[src/rtl/sd_card_cmd_responder.sv]
// SD card CMD-line engine: receives 48-bit host commands, validates framing and CRC7,
// and drives a short (48-bit) or long (136-bit) response after an NCR gap.
module sd_card_cmd_responder #(
    parameter int NCR     = 2,
    parameter int NCR_MAX = 64
) (
    input  logic         clock,
    input  logic         reset,
    input  logic         cmd_in,
    output logic         cmd_out,
    output logic         cmd_oe,
    output logic         cmd_valid,
    output logic [5:0]   cmd_index,
    output logic [31:0]  cmd_arg,
    output logic         crc_error,
    output logic         frame_error,
    input  logic         resp_start,
    input  logic [1:0]   resp_type,
    input  logic [119:0] resp_payload,
    output logic         resp_timeout,
    output logic         busy
);

    typedef enum logic [2:0] {
        S_IDLE      = 3'd0,
        S_RECV      = 3'd1,
        S_CHECK     = 3'd2,
        S_WAIT_RESP = 3'd3,
        S_GAP       = 3'd4,
        S_SEND      = 3'd5
    } state_t;

    localparam logic [7:0] RX_LAST    = 8'd47;
    localparam logic [7:0] WAIT_LAST  = 8'(NCR_MAX - 1);
    localparam logic [7:0] GAP_LAST   = 8'(NCR - 1);
    localparam logic [7:0] SHORT_LAST = 8'd47;
    localparam logic [7:0] LONG_LAST  = 8'd135;

    function automatic logic [6:0] crc7_step(input logic [6:0] crc, input logic b);
        logic fb;
        fb = b ^ crc[6];
        return {crc[5:0], 1'b0} ^ (fb ? 7'h09 : 7'h00);
    endfunction

    function automatic logic [6:0] crc7_40(input logic [39:0] d);
        logic [6:0] c;
        c = 7'd0;
        for (int i = 39; i >= 0; i--) c = crc7_step(c, d[i]);
        return c;
    endfunction

    function automatic logic [6:0] crc7_120(input logic [119:0] d);
        logic [6:0] c;
        c = 7'd0;
        for (int i = 119; i >= 0; i--) c = crc7_step(c, d[i]);
        return c;
    endfunction

    // Response frames are left-aligned so SEND always shifts out bit 135.
    function automatic logic [135:0] short_frame(input logic [37:0] p);
        logic [39:0] body;
        body = {2'b00, p};
        return {body, crc7_40(body), 1'b1, 88'd0};
    endfunction

    function automatic logic [135:0] long_frame(input logic [119:0] p);
        return {2'b00, 6'b111111, p, crc7_120(p), 1'b1};
    endfunction

    state_t         state_q, state_d;
    logic [7:0]     cnt_q, cnt_d;
    logic [47:0]    rx_q, rx_d;
    logic [135:0]   tx_q, tx_d;
    logic           long_q, long_d;
    logic           cmd_out_q, cmd_out_d;
    logic           cmd_oe_q, cmd_oe_d;
    logic           cmd_valid_q, cmd_valid_d;
    logic           crc_error_q, crc_error_d;
    logic           frame_error_q, frame_error_d;
    logic           resp_timeout_q, resp_timeout_d;
    logic           busy_q, busy_d;
    logic [5:0]     cmd_index_q, cmd_index_d;
    logic [31:0]    cmd_arg_q, cmd_arg_d;

    // Next-state and registered-output logic; outputs are derived from the next state.
    always_comb begin
        state_d        = state_q;
        cnt_d          = cnt_q;
        rx_d           = rx_q;
        tx_d           = tx_q;
        long_d         = long_q;
        cmd_out_d      = 1'b1;
        cmd_oe_d       = 1'b0;
        cmd_valid_d    = 1'b0;
        crc_error_d    = 1'b0;
        frame_error_d  = 1'b0;
        resp_timeout_d = 1'b0;
        cmd_index_d    = cmd_index_q;
        cmd_arg_d      = cmd_arg_q;
        case (state_q)
            S_IDLE: begin
                if (!cmd_in) begin
                    state_d = S_RECV;
                    cnt_d   = 8'd1;
                    rx_d    = 48'd0;
                end else begin
                    cnt_d   = 8'd0;
                end
            end
            S_RECV: begin
                rx_d  = {rx_q[46:0], cmd_in};
                cnt_d = cnt_q + 8'd1;
                if (cnt_q == RX_LAST) begin
                    state_d = S_CHECK;
                end else begin
                    state_d = S_RECV;
                end
            end
            S_CHECK: begin
                cnt_d = 8'd0;
                if (!rx_q[46] || !rx_q[0]) begin
                    frame_error_d = 1'b1;
                    state_d       = S_IDLE;
                end else if (crc7_40(rx_q[47:8]) != rx_q[7:1]) begin
                    crc_error_d = 1'b1;
                    state_d     = S_IDLE;
                end else begin
                    cmd_valid_d = 1'b1;
                    cmd_index_d = rx_q[45:40];
                    cmd_arg_d   = rx_q[39:8];
                    state_d     = S_WAIT_RESP;
                end
            end
            S_WAIT_RESP: begin
                if (resp_start) begin
                    cnt_d = 8'd0;
                    if (resp_type == 2'd0) begin
                        state_d = S_IDLE;
                    end else begin
                        long_d   = (resp_type == 2'd1);
                        tx_d     = (resp_type == 2'd1) ? long_frame(resp_payload)
                                                       : short_frame(resp_payload[37:0]);
                        state_d  = S_GAP;
                        cmd_oe_d = 1'b1;
                    end
                end else if (cnt_q == WAIT_LAST) begin
                    resp_timeout_d = 1'b1;
                    cnt_d          = 8'd0;
                    state_d        = S_IDLE;
                end else begin
                    cnt_d = cnt_q + 8'd1;
                end
            end
            S_GAP: begin
                cmd_oe_d = 1'b1;
                if (cnt_q == GAP_LAST) begin
                    state_d   = S_SEND;
                    cnt_d     = 8'd0;
                    cmd_out_d = tx_q[135];
                    tx_d      = {tx_q[134:0], 1'b0};
                end else begin
                    cnt_d = cnt_q + 8'd1;
                end
            end
            S_SEND: begin
                if (cnt_q == (long_q ? LONG_LAST : SHORT_LAST)) begin
                    state_d = S_IDLE;
                    cnt_d   = 8'd0;
                end else begin
                    cmd_oe_d  = 1'b1;
                    cmd_out_d = tx_q[135];
                    tx_d      = {tx_q[134:0], 1'b0};
                    cnt_d     = cnt_q + 8'd1;
                end
            end
            default: begin
                state_d = S_IDLE;
                cnt_d   = 8'd0;
            end
        endcase
        busy_d = (state_d != S_IDLE);
    end

    // State and output registers with synchronous reset.
    always_ff @(posedge clock) begin
        if (reset) begin
            state_q        <= S_IDLE;
            cnt_q          <= 8'd0;
            rx_q           <= 48'd0;
            tx_q           <= 136'd0;
            long_q         <= 1'b0;
            cmd_out_q      <= 1'b1;
            cmd_oe_q       <= 1'b0;
            cmd_valid_q    <= 1'b0;
            crc_error_q    <= 1'b0;
            frame_error_q  <= 1'b0;
            resp_timeout_q <= 1'b0;
            busy_q         <= 1'b0;
            cmd_index_q    <= 6'd0;
            cmd_arg_q      <= 32'd0;
        end else begin
            state_q        <= state_d;
            cnt_q          <= cnt_d;
            rx_q           <= rx_d;
            tx_q           <= tx_d;
            long_q         <= long_d;
            cmd_out_q      <= cmd_out_d;
            cmd_oe_q       <= cmd_oe_d;
            cmd_valid_q    <= cmd_valid_d;
            crc_error_q    <= crc_error_d;
            frame_error_q  <= frame_error_d;
            resp_timeout_q <= resp_timeout_d;
            busy_q         <= busy_d;
            cmd_index_q    <= cmd_index_d;
            cmd_arg_q      <= cmd_arg_d;
        end
    end

    assign cmd_out      = cmd_out_q;
    assign cmd_oe       = cmd_oe_q;
    assign cmd_valid    = cmd_valid_q;
    assign crc_error    = crc_error_q;
    assign frame_error  = frame_error_q;
    assign resp_timeout = resp_timeout_q;
    assign busy         = busy_q;
    assign cmd_index    = cmd_index_q;
    assign cmd_arg      = cmd_arg_q;

endmodule
[config.mk]
export PLATFORM = sky130hd
export DESIGN_NAME = sd_card_cmd_responder
export DESIGN_NICKNAME = d
export VERILOG_FILES = /design/src/rtl/sd_card_cmd_responder.sv
export SDC_FILE = /design/constraint.sdc
export NUM_CORES = 1
export LEC_CHECK = 0
export CAP_MARGIN = 20
export CORE_MARGIN = 1
export CORE_UTILIZATION = 40
export DETAILED_ROUTE_END_ITERATION = 7
export DONT_BUFFER_PORTS = 1
export GPL_TIMING_DRIVEN = 0
export PLACE_DENSITY = 0.58
export SLEW_MARGIN = 30
export SYNTH_ARGS = -nofsm -noshare
export SYNTH_HDL_FRONTEND = slang
export SYNTH_SLANG_ARGS = --single-unit
[constraint.sdc]
create_clock -name clock -period 12.7 [get_ports clock]
set_clock_uncertainty 0.15 [all_clocks]
set_input_delay 3.175 -clock clock [delete_from_list [all_inputs] [get_ports clock]]
set_output_delay 3.175 -clock clock [all_outputs]
set_load 0.005 [all_outputs]
Word-level counts from Yosys, hierarchy flattened

Index checks and enable logic that the tools add are counted.

Bitwise logic cells: 395
Add/subtract/negate cells: 1
Reduce and logical (&&, ||, !) cells: 15
Equality and inequality tests: 16
Multiplexer cells: 234

Operator list:

| kind                | count |
|---|---|
| $xor 7x4->7         | 189 |
| $mux 4              | 198 |
| $mux 136            | 4 |
| $pmux 136 s3        | 1 |
| $xor 1x1->1         | 186 |
| $mux 134            | 1 |
| $pmux 48 s2         | 1 |
| $mux 48             | 1 |
| $mux 8              | 5 |
| $pmux 8 s5          | 1 |
| $mux 3              | 6 |
| $pmux 3 s6          | 1 |
| $xor 6x4->6         | 3 |
| $eq 8x6->1 const B  | 2 |
| $xor 5x4->5         | 3 |
| $mux 1              | 10 |
| $ne 2x2->1 const B  | 5 |
| $xor 1x1->1 const B | 9 |
| $add 8x1->8 const B | 1 |
| $eq 8x1->1 const B  | 1 |
| $eq 8x8->1          | 1 |
| $ne 7x7->1          | 1 |
| $eq 3x2->1 const B  | 2 |
| $eq 3x3->1 const B  | 2 |
| other kinds (17)    | 27 |

Bits of input ports: 126
Logic and storage cells: 675
Flip-flop bits (word level): 241

Logic depth before layout (Yosys ltp)

Gate-level depths: netlist (run 1).

Depth in word-level cells: 357
Gate-level depth with buffers: 15

Worst setup path after synthesis (run 1)

No wires, ideal clock.

Path type: input to register
From: input resp_payload[118]
To: register tx_q[2]
Data arrival time: 7.631 ns
Path buffers: 0
Stages on the path: 13
Slack: 4.789 ns
Required time: 12.420 ns
Cells stage by stage: xnor3_2 -> xnor2_2 -> xnor3_1 -> xnor3_2 -> xor3_2 -> xnor2_2 -> xor3_2 -> xnor2_4 -> xor3_2 -> xnor3_2 -> xnor3_2 -> xnor3_1 -> o22ai_2

Longest elaborated chain between the ends: 179
Elaborated cells between the ends (all ways): 323

RTL lines:

| element                                    | RTL line | source |
|---|---|---|
| start: declaration                         | 19       | `input logic [119:0] resp_payload,` |
| $xor 1x1->1 *                              | 41       | `fb = b ^ crc[6];` |
| $mux 4 *                                   | 42       | `return {crc[5:0], 1'b0} ^ (fb ? 7'h09 : 7'h00);` |
| $xor 5x4->5 *                              | 42       |  |
| $xor 6x4->6 *                              | 42       |  |
| $xor 7x4->7 * (2 in series)                | 42       |  |
| $xor 1x1->1 or $xor 7x4->7 (tied branches) | 41, 42   |  |
| $mux 4 or $xor 7x4->7 (tied branches)      | 42       |  |
| $xor 7x4->7 * (4 in series)                | 42       |  |
| (+152 left out)                            | --       |  |
| $xor 7x4->7 * (7 in series)                | 42       |  |
| $xor 1x1->1 *                              | 41       |  |
| $mux 4 *                                   | 42       |  |
| $xor 7x4->7 * (2 in series)                | 42       |  |
| $mux 134 *                                 | 141      | `tx_d = (resp_type == 2'd1) ? long_frame(resp_payload)` |
| $mux 136 *                                 | 137      | `if (resp_type == 2'd0) begin` |
| $mux 136 *                                 | 135      | `if (resp_start) begin` |
| $pmux 136 s3 *                             | 100      | `case (state_q)` |
| end signal: assignment                     | 205      | `tx_q <= tx_d;` |
| end: declaration                           | 73       | `logic [135:0] tx_q, tx_d;` |

Mark *: on every way between the ends. The rest lies on a longest branch, timed or not. The select of a mux whose other input is x is not followed.
A chain may end at the register's enable or synchronous reset.

Worst setup path in the final report (run 1)

From: input resp_payload[113]
To: register tx_q[6]

Longest elaborated chain between the ends: 174
Elaborated cells between the ends (all ways): 312

RTL lines:

| element                                    | RTL line |
|---|---|
| $xor 1x1->1 *                              | 41 |
| $mux 4 *                                   | 42 |
| $xor 7x4->7 * (4 in series)                | 42 |
| $xor 1x1->1 or $xor 7x4->7 (tied branches) | 41, 42 |
| $mux 4 or $xor 7x4->7 (tied branches)      | 42 |
| $xor 7x4->7 * (4 in series)                | 42 |
| $xor 1x1->1 or $xor 7x4->7 (tied branches) | 41, 42 |
| $mux 4 or $xor 7x4->7 (tied branches)      | 42 |
| (+144 left out)                            | -- |
| $xor 7x4->7 * (4 in series)                | 42 |
| $xor 1x1->1 or $xor 7x4->7 (tied branches) | 41, 42 |
| $mux 4 or $xor 7x4->7 (tied branches)      | 42 |
| $xor 7x4->7 * (6 in series)                | 42 |
| $mux 134 *                                 | 141 |
| $mux 136 *                                 | 137 |
| $mux 136 *                                 | 135 |
| $pmux 136 s3 *                             | 100 |

Marks and branches as above.

==> flow_summary.json, run 1 <==
{
  "ant_nets": 0,
  "crit_path_max_incr_delay_ps": 560,
  "synth_warnings": 0,
  "clk_pin_slew_ps": 60,
  "tightest_slew_ps": 954,
  "startpoint_type": "input port",
  "cts-root-buf": "clkbuf_16",
  "place_hpwl_mm": 30.4,
  "nets": 1662,
  "clk_latency_ps": 560,
  "yosysSeqAreaShare_pct": 34.8,
  "status": "finished clean",
  "avgSynthCellArea_um2": 9.21,
  "drv_slew": 0,
  "place_area_um2": 14400,
  "holdBufCountCts": 0,
  "wl_mm": 39.5,
  "synth_edf_count": 0,
  "die_w_um": 188,
  "drc": 0,
  "crit_slowest_cell": "xnor3_1",
  "grt_first_pass_wirelength_mm": 61.5,
  "io_pins": 171,
  "end_kind": "register",
  "ys_ff_latch": 241,
  "max_freq_mhz": 123,
  "report.final.setup_viol": 0,
  "clockBufferDepth": 3,
  "die_y_um": 188,
  "drv_cap": 0,
  "via_per_inst": 5.37,
  "synthesis.area_um2": 13800,
  "hold_viol": 0,
  "antenna_found_initial": 1,
  "grt_pass1_vias": 10600,
  "arrival_ps": 8370,
  "path_cells": "xnor2_1, xnor3_1, xnor2_1, xor3_2, xnor3_2, xor2_1, xor3_1, xnor2_2, xnor3_1, xor2_1, xnor3_1, xnor2_1, o22ai_1",
  "placeableCoreArea_um2": 33800,
  "cts_tree": "built",
  "ys.flop_type": "dfxtp_1",
  "hold_class": "register to register",
  "dieArea_um2": 35400,
  "initial_utilization_pct": 41.0,
  "synthArstFlopShare_pct": 0,
  "layout-drive-gt1-share_pct": 4.76,
  "cts-htree-levels": 1,
  "first_iter_violations": 699,
  "gp_congestion": 0.897,
  "worstPathRequired_ps": 12970,
  "relSlewSlack_pct": 36.2,
  "nFillCells": 3288,
  "synth_nets": 1631,
  "worstPathMaxFanout": 4,
  "post-cts-setup-buffers": 0,
  "grt_max_degree": 16,
  "ys_types": 44,
  "finalInstanceArea_um2": 15400,
  "cts_resized": 0,
  "numClockSinks": 241,
  "vias": 10800,
  "post_drt_wl_per_cell_um": 19.7,
  "drtPass1Iterations": 5,
  "numCtsBuffers": 29,
  "syn2layout_area_growth_pct": 11.1,
  "numPortBuffers": 0,
  "finalSetupTns_ps": 0,
  "min_period_over_period_pct": 63.8,
  "overflow": 0,
  "rsz0062_at_grt": "no",
  "critical_path_class": "input port to register",
  "rows": 67,
  "synthCells": 1503,
  "grtUsageTotal_pct": 22.3,
  "fin_crit_ps": 8110
}
## worst max-delay path: cells and delay by family
| family | cells | cell delay, ps |
|---|---|---|
| XOR/XNOR | 12 | 5090 |
| AO/OA/AOI/OAI | 1 | 90 |
## area by class of cell
class	instances	area, um2	share of cell area (%)
plain buffers	105	394	2.56
clock buffers	43	838	5.45
clock inverters	9	138	0.895
flip-flops and latches	241	4820	31.4
inverters	4	15.0	0.0976
well taps	448	561	3.64
diodes	1	2.50	0.0163
multi-input cells	1153	8610	56.0
## flip-flops by register name (all words and copies together), names as in the netlist
register and flops:
cmd_out 1, cnt_q 8, cmd_valid 1, state_q 3, crc_error 1, resp_timeout 1, rx_q 48, long_q 1
tx_q 136, cmd_arg 32, cmd_index 6, cmd_oe 1, busy 1, frame_error 1
## final timing paths
kind                                         from           to  slack (ps)  depth (start not counted)
worst min register to register           tx_q[32]     tx_q[32]         300                          2
worst max register to register           rx_q[46]  cmd_arg[31]        8490                         15
worst min-delay path                     tx_q[32]     tx_q[32]         300                          2
worst max-delay path            resp_payload[113]      tx_q[6]        4590                         13
## Yosys cell counts (2+ instances only)
cell type / count / area share, %
dfxtp_1: 241 / 35
xnor2_1: 218 / 14
nand2_1: 208 / 5.6
a21oi_1: 137 / 5.0
a22oi_1: 127 / 6.9
nor2_1: 119 / 3.2
clkbuf_1: 90 / 2.4
xor2_1: 65 / 4.1
xnor3_1: 48 / 7.8
nand3_1: 46 / 1.7
mux2i_1: 39 / 2.8
o211ai_1: 38 / 2.1
buf_1: 15 / 0.41
nor3_1: 10 / 0.36
a211oi_1: 8 / 0.43
xnor2_2: 8 / 0.94
xnor3_2: 8 / 1.4
o221ai_1: 7 / 0.44
and3_1: 6 / 0.27
xor3_2: 6 / 1.1
xnor2_4: 5 / 0.99
xor3_1: 5 / 0.86
a31oi_1: 4 / 0.18
inv_1: 4 / 0.11
nand2b_1: 4 / 0.18
nor2b_1: 4 / 0.18
o22ai_1: 4 / 0.18
or3_1: 4 / 0.18
and2_1: 3 / 0.14
nor3b_1: 3 / 0.16
ha_1: 2 / 0.18
o2111ai_1: 2 / 0.13
o21a_1: 2 / 0.11
o21ai_0: 2 / 0.072
xor2_2: 2 / 0.23
## kinds of logic after synthesis
kind of cell,count (synthesis),share of synthesized area [%]
and+or+nand+nor,409,12.1
xor gates and xnor gates,365,31.2
AOI/OAI and AO/OA,338,15.9
DFF,241,34.8
buffers and inverters,109,2.95
muxes,39,2.82
adders and majority gates,2,0.181
## metal layers
metal	up-vias	share of wire [%]	GRT usage (%)
li1	5250	-	-
met1	5085	41	27.8
met2	332	48	37.0
met3	97	6.3	3.99
met4	0	5.4	11.4
met5	-	0	0
## placed cells by master, fill, tap and decap left out, drive strengths merged, types with 46 or more instances in the layout
master / n
nor2: 119
nand2: 208
xor2: 67
clkbuf: 133
xnor3: 56
a21oi: 137
xnor2: 231
nand3: 46
a22oi: 127
dfxtp: 241
## per-stage QoR
stage | std cells | hold WS, ps | util [%] | setup WS, ps
3_3_place_gp | 1951 | 284 | 42.6 | 3970
4_1_cts | 2003 | 302 | 45.5 | 4510
5_1_grt | 2003 | 314 | 45.5 | 4240
6_report | 2004 | 301 | 45.5 | 4590
3_5_place_dp | 1951 | 288 | 42.6 | 3950
2_1_floorplan | 1503 | 265 | - | 4790
Power of run 1 is not shown: default switching activity piles up to over one toggle a cycle in this logic, so the estimate is an artifact.
==> inputs of run 2 (changes only) <==
- PLACE_DENSITY: 0.58 -> 0.6
- clock period: 12.7 -> 7 ns (I/O delays scaled with it)
==> flow_summary.json, run 2 (synthesized netlist as in run 1, its figures left out) <==
{
  "placeableCoreArea_um2": 33800,
  "post-cts-setup-buffers": 0,
  "relSlewSlack_pct": 33.0,
  "num_antenna_cells": 0,
  "syn2layout_area_growth_pct": 10.8,
  "wl_mm": 39.5,
  "cts_tree": "built",
  "nFillCells": 3277,
  "clk_pin_slew_ps": 60,
  "clk_latency_ps": 550,
  "cts-root-buf": "clkbuf_16",
  "clockBufferDepth": 3,
  "rsz0062_at_grt": "no",
  "end_kind": "register",
  "die_w_um": 188,
  "overflow": 0,
  "initial_utilization_pct": 41.0,
  "regMostFlops": "tx_q",
  "crit_path_max_incr_delay_ps": 550,
  "nets": 1660,
  "startpoint_type": "input port",
  "largest_register_ffs": 136,
  "max_freq_mhz": 150,
  "critPathBufInv": 0,
  "path_cells": "xnor2_1, xnor3_1, xnor2_1, xor3_2, xnor3_2, xor2_1, xor3_1, xnor3_1, xnor3_2, xnor3_1, xnor2_2, xnor3_1, o22ai_1",
  "arrival_ps": 6980,
  "fin_crit_ps": 6660,
  "tightest_slew_ps": 1000,
  "cts_resized": 0,
  "gp_congestion": 0.896,
  "grt_first_pass_wirelength_mm": 60.5,
  "min_period_over_period_pct": 95.1,
  "die_y_um": 188,
  "layout-drive-gt1-share_pct": 4.83,
  "drv_cap": 0,
  "numCtsBuffers": 27,
  "dieArea_um2": 35400,
  "drv_slew": 0,
  "critPathTopFamily": "XOR/XNOR gates",
  "io_pins": 171,
  "status": "finished clean",
  "mostFrequentLayoutCells": "241 x dfxtp_1, 218 x xnor2_1, 208 x nand2_1, 137 x a21oi_1, 127 x a22oi_1",
  "ant_nets": 0,
  "grt_max_degree": 15,
  "cpMostUsedCell": "xnor3_1",
  "cts-htree-levels": 1,
  "via_per_inst": 5.43,
  "report.final.setup_viol": 0,
  "rows": 67,
  "drc": 0,
  "worstPathRequired_ps": 7320,
  "numClockSinks": 241,
  "grtUsageTotal_pct": 21.9,
  "first_iter_violations": 586,
  "holdBufCountCts": 0,
  "numPortBuffers": 0,
  "grt_pass1_vias": 10600,
  "layout_commonest_cell": "dfxtp_1",
  "hold_class": "register to register",
  "antenna_found_initial": 1,
  "hold_viol": 0,
  "post_drt_wl_per_cell_um": 19.7,
  "crit_slowest_cell": "xnor3_1",
  "drtPass1Iterations": 5,
  "worstPathMaxFanout": 3,
  "vias": 10900,
  "critical_path_class": "input port to register",
  "finalSetupTns_ps": 0,
  "place_hpwl_mm": 30.3
}
-- run 2: path summary, 6_finish.rpt --
path                      from     endpoint  slack, ps  depth (start not counted)
min                  tx_q[135]      cmd_out        290                          1
max          resp_payload[113]      tx_q[4]        340                         13
min reg2reg          tx_q[135]      cmd_out        290                          1
max reg2reg           rx_q[46]  cmd_arg[31]       2770                         15
-- run 2: metrics by stage --
| stage | util [%] | worst slack (ps) | cell area [um2] | std cells | hold slack, ps |
|---|---|---|---|---|---|
| global route | 45.4 | 132 | 15300 | 2000 | 317 |
| floorplan | - | 514 | 13800 | 1503 | 265 |
| detailed placement | 42.6 | -303 | 14400 | 1951 | 287 |
| CTS | 45.4 | 272 | 15300 | 2000 | 296 |
| global placement | 42.6 | -301 | 14400 | 1951 | 283 |
| finish | 45.4 | 342 | 15300 | 2000 | 294 |
-- run 2: final cells by class --
cell class              count  area [um2]  area share [%]
plain buffers             105         394            2.57
clock inverters            13         170            1.11
well taps                 448         561            3.66
multi-input cells        1153        8610            56.2
clock buffers              36         759            4.95
flip-flops and latches    241        4820            31.5
inverters                   4        15.0          0.0979
-- run 2: layer usage --
metal	routed length (um)	up-vias	GRT usage, %
li1	-	5235	-
met1	16000	5186	26.5
met2	18900	344	37.3
met3	2520	101	4.34
met4	1990	2	10.2
met5	13	-	0
Power of run 2 is left out for the same reason.
==> RTL edit 1, RTL diff (settings of run 2) <==
Put one more register stage on the output `cmd_arg`. The value now appears one clock later. The other outputs are not delayed to match.
--- a/src/rtl/sd_card_cmd_responder.sv
+++ b/src/rtl/sd_card_cmd_responder.sv
@@ -224,6 +224,8 @@
     assign resp_timeout = resp_timeout_q;
     assign busy         = busy_q;
     assign cmd_index    = cmd_index_q;
-    assign cmd_arg      = cmd_arg_q;
+    always_ff @(posedge clock) begin
+        cmd_arg <= cmd_arg_q;
+    end
 
 endmodule
Formal check against the unedited RTL: same outputs for any inputs over 4 cycles, from zero or initial values and one cycle with reset high; that may be too few to reach the edited logic, so the function may still have changed.
==> RTL edit 1 against run 2 <==
  * The flow now finishes with violations (design-rule violations)
  * Largest cell class unchanged
  * Wire length grew 1.7%
  * Area after synthesis grew 2.2%
  * Setup slack lost 120 ps
  * Sequential cell count grew 32
  * Design area grew 3.2%
  * Die area grew 2.2%
  * Critical path depth is the same
Power is not shown: default switching activity piles up to over one toggle a cycle in this logic, so the estimate is an artifact.
==> RTL edit 1: results (changes against run 2) <==
* # DRC at 3 (was 0)
* Dominant cells by area after synthesis: dfxtp_1 39%, xnor2_1 13%, xnor3_1 9.2%, a222oi_1 5.9%, nor2_1 5.5% (was dfxtp_1 35%, xnor2_1 14%, xnor3_1 7.8%, a22oi_1 6.9%, nand2_1 5.6%)
* Status: complete, but fails checks (was completed)
* First-pass GRT wire length at 61.2 mm (was 60.5 mm)
* Clock Latency Late Sink at 590 ps (was 550 ps)
* H-tree depth at 1 (unchanged)
* Share of cells above drive strength 1 at 4.61% (was 4.83%)
* Worst-Margin Slew at 899 ps (was 1000 ps)
* CP arrival at 7120 ps (was 6980 ps)
* Compound-Gate Fraction of Synth Area at 14.1% (was 15.9%)
* ANT cells at 0 (unchanged)
* M1 GR Usage at 28.7% (was 26.5%)
* Seq/Total Area, Yosys at 38.6% (was 34.8%)
* Post-DP HPWL at 31.0 mm (was 30.3 mm)
* Initial antenna violation count at 0 (was 1)
* Crit-path max cell delay at 620 ps (was 550 ps)
* Critical path's slowest cell: xnor3_1 (unchanged)
* Cts bufs inserted at 31 (was 27)
* Post-synthesis cell type count at 47 (was 44)
* Finished Layout Cells at 1,952 (was 2,000)
* Met3 global-route usage at 4.22% (was 4.34%)
* Syn_nets at 1,568 (was 1,631)
* Root buf cell: clkbuf_16 (unchanged)
* Longest Clk Path Bufs at 3 (unchanged)
* Via count at 10.8k (was 10.9k)
* Initial DRC count at 1,064 (was 586)
* Dpl cells at 1,895 (was 1,951)
* GP Congestion at 0.957 (was 0.896)
* Pin count of the biggest net entering global routing at 17 (was 15)
* Post-synthesis adder-cell area fraction at 0.177% (was 0.181%)
* Crit path max fanout at 5 (was 3)
* GR met2 Demand/Resource at 36.0% (was 37.3%)
* Xor-xnor portion of the synthesized cell area at 29.4% (was 31.2%)
* Drt total wl at 40.1 mm (was 39.5 mm)
* Total GRT Usage at 21.8% (was 21.9%)
* Failing checks: design-rule violations
* Mux cell area share after synthesis at 2.84% (was 2.82%)
* Synthesized area per cell at 9.83 µm² (was 9.21 µm²)
* Drt first pass iters at 8 (was 5)
* Post-synth ARST share at 0% (unchanged)
* Synth cell count leaders: 273 x dfxtp_1, 207 x nor2_1, 206 x xnor2_1, 127 x nand2_1, 94 x clkbuf_1 (was 241 x dfxtp_1, 218 x xnor2_1, 208 x nand2_1, 137 x a21oi_1, 127 x a22oi_1)
* Number of global-route vias before repair at 10.4k (was 10.6k)
* Quantity of I/O buffers inserted on ports at 0 (unchanged)
* Worst-path clk slew at 60 ps (about the same)
* FILL cells at 3,398 (was 3,277)
* PostCTS Resize Cnt at 0 (unchanged)
* Synth Warn # at 0 (unchanged)
==> RTL edit 1: cell types whose count changed after synthesis, moves of 7 or more <==
cell and delta:
a21oi_1 -89, nor2_1 +88, a222oi_1 +84, nand2_1 -81
a22oi_1 -77, dfxtp_1 +32, xnor2_1 -12, xnor3_1 +10
nand3_1 -8, xor3_1 +7
==> RTL edit 1: kinds of logic (layout without fill, tap and decap cells) <==
group	Yosys count	count (layout)
fa+ha+maj	2	2
xor+xnor	352	352
simple gates	410	410
mux	40	40
flops	273	273
compound gates	252	252
buf+inv	111	168
==> RTL edit 1: worst max-delay path, delay by kind of cell <==
kind | cells | cell delay, ps
xor+xnor | 11 | 5040
simple gates | 1 | 120
compound gates | 1 | 190
==> RTL edit 1: metal layers <==
metal	share of wire [%]	vias up
met5	0	-
met2	47	357
li1	-	5162
met1	43	5245
met3	7.4	68
met4	3.0	0
==> RTL edit 1: cell type report <==
type | count | area, µm² | area share, %
multi-input cells | 1056 | 8270 | 52.2
flip-flops and latches | 273 | 5470 | 34.5
clock buffers | 40 | 860 | 5.43
well taps | 455 | 569 | 3.60
plain buffers | 109 | 412 | 2.60
clock inverters | 17 | 245 | 1.55
inverters | 2 | 7.51 | 0.0474
==> RTL edit 1: final timing paths <==
check / startpoint / to / slack [ps] / cells past startpoint
min: cmd_arg_q[15]$_SDFFE_PP0P_ / cmd_arg[15]$_DFF_P_ / 200 / 0
max reg2reg: rx_q[42]$_SDFFE_PP0P_ / cmd_arg_q[31]$_SDFFE_PP0P_ / 1940 / 15
max: resp_payload[115] / tx_q[7]$_SDFFE_PP0P_ / 230 / 13
min reg2reg: cmd_arg_q[15]$_SDFFE_PP0P_ / cmd_arg[15]$_DFF_P_ / 200 / 0
==> RTL edit 1: through the flow <==
step / utilization (%) / cell area [µm²] / hold WS [ps] / setup slack, ps / TNS (ps)
2_1_floorplan: - / 14200 / 181 / 307 / 0
3_3_place_gp: 42.4 / 14700 / 190 / -344 / -1390
3_5_place_dp: 42.4 / 14700 / 187 / -304 / -1230
4_1_cts: 45.6 / 15800 / 203 / 279 / 0
5_1_grt: 45.6 / 15800 / 204 / 144 / 0
6_report: 45.6 / 15800 / 201 / 227 / 0
==> RTL edit 2, RTL diff (flow settings as in run 2) <==
Made on the original files. The parameter `NCR_MAX` goes from 64 to 48.
--- a/src/rtl/sd_card_cmd_responder.sv
+++ b/src/rtl/sd_card_cmd_responder.sv
@@ -2,7 +2,7 @@
 // and drives a short (48-bit) or long (136-bit) response after an NCR gap.
 module sd_card_cmd_responder #(
     parameter int NCR     = 2,
-    parameter int NCR_MAX = 64
+    parameter int NCR_MAX = 48
 ) (
     input  logic         clock,
     input  logic         reset,
Behaviour: no difference found for any inputs over 4 cycles, from zero or initial values and one cycle with reset high; that may be too few to reach the edited logic, so the function may still have changed.
==> RTL edit 2 against run 2 <==
  * Design area rose by 2.7%
  * Area after synthesis increased by 2.9%
  * Wire length increased by 2.5%
  * Count of clock-buffer cells in the layout up 5
  * Non-clock buffer count up 10
  * Register-to-register slack got worse by 1100 ps
  * Setup slack improved by 410 ps
  * Sequential cell count unchanged
  * Highest routed layer is now met4
Power is left out: the tool's default activity adds up to more than one toggle a clock period on the data nets, which glitch-free logic cannot reach.
==> RTL edit 2: results (changes against run 2) <==
* Status: completed (unchanged)
* Initial antenna violation count at 0 (was 1)
* R2r setup slk at 1680 ps (was 2770 ps)
* FILL cells at 3,430 (was 3,277)
* Mux cell area share after synthesis at 2.74% (was 2.82%)
* Nonclk inv count at 3 (was 4)
* Dominant cells by area after synthesis: dfxtp_1 34%, xnor2_1 12%, xnor3_1 9.5%, nand2_1 5.4%, nor2_1 5.2% (was dfxtp_1 35%, xnor2_1 14%, xnor3_1 7.8%, a22oi_1 6.9%, nand2_1 5.6%)
* Synth cell count leaders: 241 x dfxtp_1, 204 x nand2_1, 198 x xnor2_1, 196 x nor2_1, 107 x clkbuf_1 (was 241 x dfxtp_1, 218 x xnor2_1, 208 x nand2_1, 137 x a21oi_1, 127 x a22oi_1)
* GP Congestion at 0.933 (was 0.896)
* Cts bufs inserted at 28 (was 27)
* GR met2 Demand/Resource at 36.5% (was 37.3%)
* Share of cells above drive strength 1 at 3.74% (was 4.83%)
* H-tree depth at 1 (unchanged)
* Crit-path max cell delay at 620 ps (was 550 ps)
* Synth Cell Area at 14,200 µm² (was 13,800 µm²)
* Critical Path Start: resp_payload[112] (was resp_payload[113])
* Number of global-route vias before repair at 11.1k (was 10.6k)
* Post-DR vias/cell at 5.41 (was 5.43)
* Critical path endpoint: tx_q[6]$_SDFFE_PP0P_ (was tx_q[4]$_SDFFE_PP0P_)
* Initial DRC count at 823 (was 586)
* Clock Latency Late Sink at 570 ps (was 550 ps)
* Headroom to the max-slew limit at 34.2% (was 33.0%)
* Drt first pass iters at 5 (unchanged)
* First-pass GRT wire length at 63.1 mm (was 60.5 mm)
* DR WL met3 at 3.28 mm (was 2.52 mm)
* CP arrival at 6600 ps (was 6980 ps)
* M1 GR Usage at 29.0% (was 26.5%)
* Multi-input gate share of total cell area at 57.0% (was 56.2%)
* Post-synthesis adder-cell area fraction at 0.176% (was 0.181%)
* Placed Instance Area at 14,800 µm² (was 14,400 µm²)
* Post-DP HPWL at 31.2 mm (was 30.3 mm)
* Xor-xnor portion of the synthesized cell area at 30.7% (was 31.2%)
* Top Metal Used: met4 (was met5)
* Pre-CTS setup slack at 206 ps (was -303 ps)
* Clkbuf count at 41 (was 36)
* Syn_nets at 1,711 (was 1,631)
* Met1 WL at 17.5 mm (was 16.0 mm)
* Pin count of the biggest net entering global routing at 16 (was 15)
* Buffers excl. clock at 115 (was 105)
* Clock network share of area at 5.91% (was 6.06%)
* Synthesized instance count at 1,583 (was 1,503)
* Met2 WL post-DR at 18.7 mm (was 18.9 mm)
* NonClk Buf Share at 2.74% (was 2.57%)
* Compound-Gate Fraction of Synth Area at 15.5% (was 15.9%)
* Fin util at 45.3% (was 45.4%)
* Met3 global-route usage at 5.37% (was 4.34%)
* Finished Layout Cells at 2,086 (was 2,000)
* Multi-In Gates at 1,224 (was 1,153)
* Crit path max fanout at 5 (was 3)
* Total GRT Usage at 22.2% (was 21.9%)
* Post-synthesis cell type count at 43 (was 44)
## RTL edit 2: worst min path at each step
stage,start,endpoint,slack [ps],depth (start not counted)
4_1_cts,tx_q[125]$_SDFFE_PP0P_,tx_q[125]$_SDFFE_PP0P_,300,2
3_3_place_gp,tx_q[116]$_SDFFE_PP0P_,tx_q[116]$_SDFFE_PP0P_,290,2
6_report,tx_q[125]$_SDFFE_PP0P_,tx_q[125]$_SDFFE_PP0P_,300,2
5_1_grt,tx_q[104]$_SDFFE_PP0P_,tx_q[104]$_SDFFE_PP0P_,320,2
2_1_floorplan,tx_q[135]$_SDFFE_PP0P_,cmd_out$_SDFF_PP1_,270,1
3_5_place_dp,tx_q[125]$_SDFFE_PP0P_,tx_q[125]$_SDFFE_PP0P_,290,2
## RTL edit 2: worst min-delay path: stages (launching register included)
cell,delay (ps)
dfxtp_1,310
nand2_1,50
a21oi_1,50
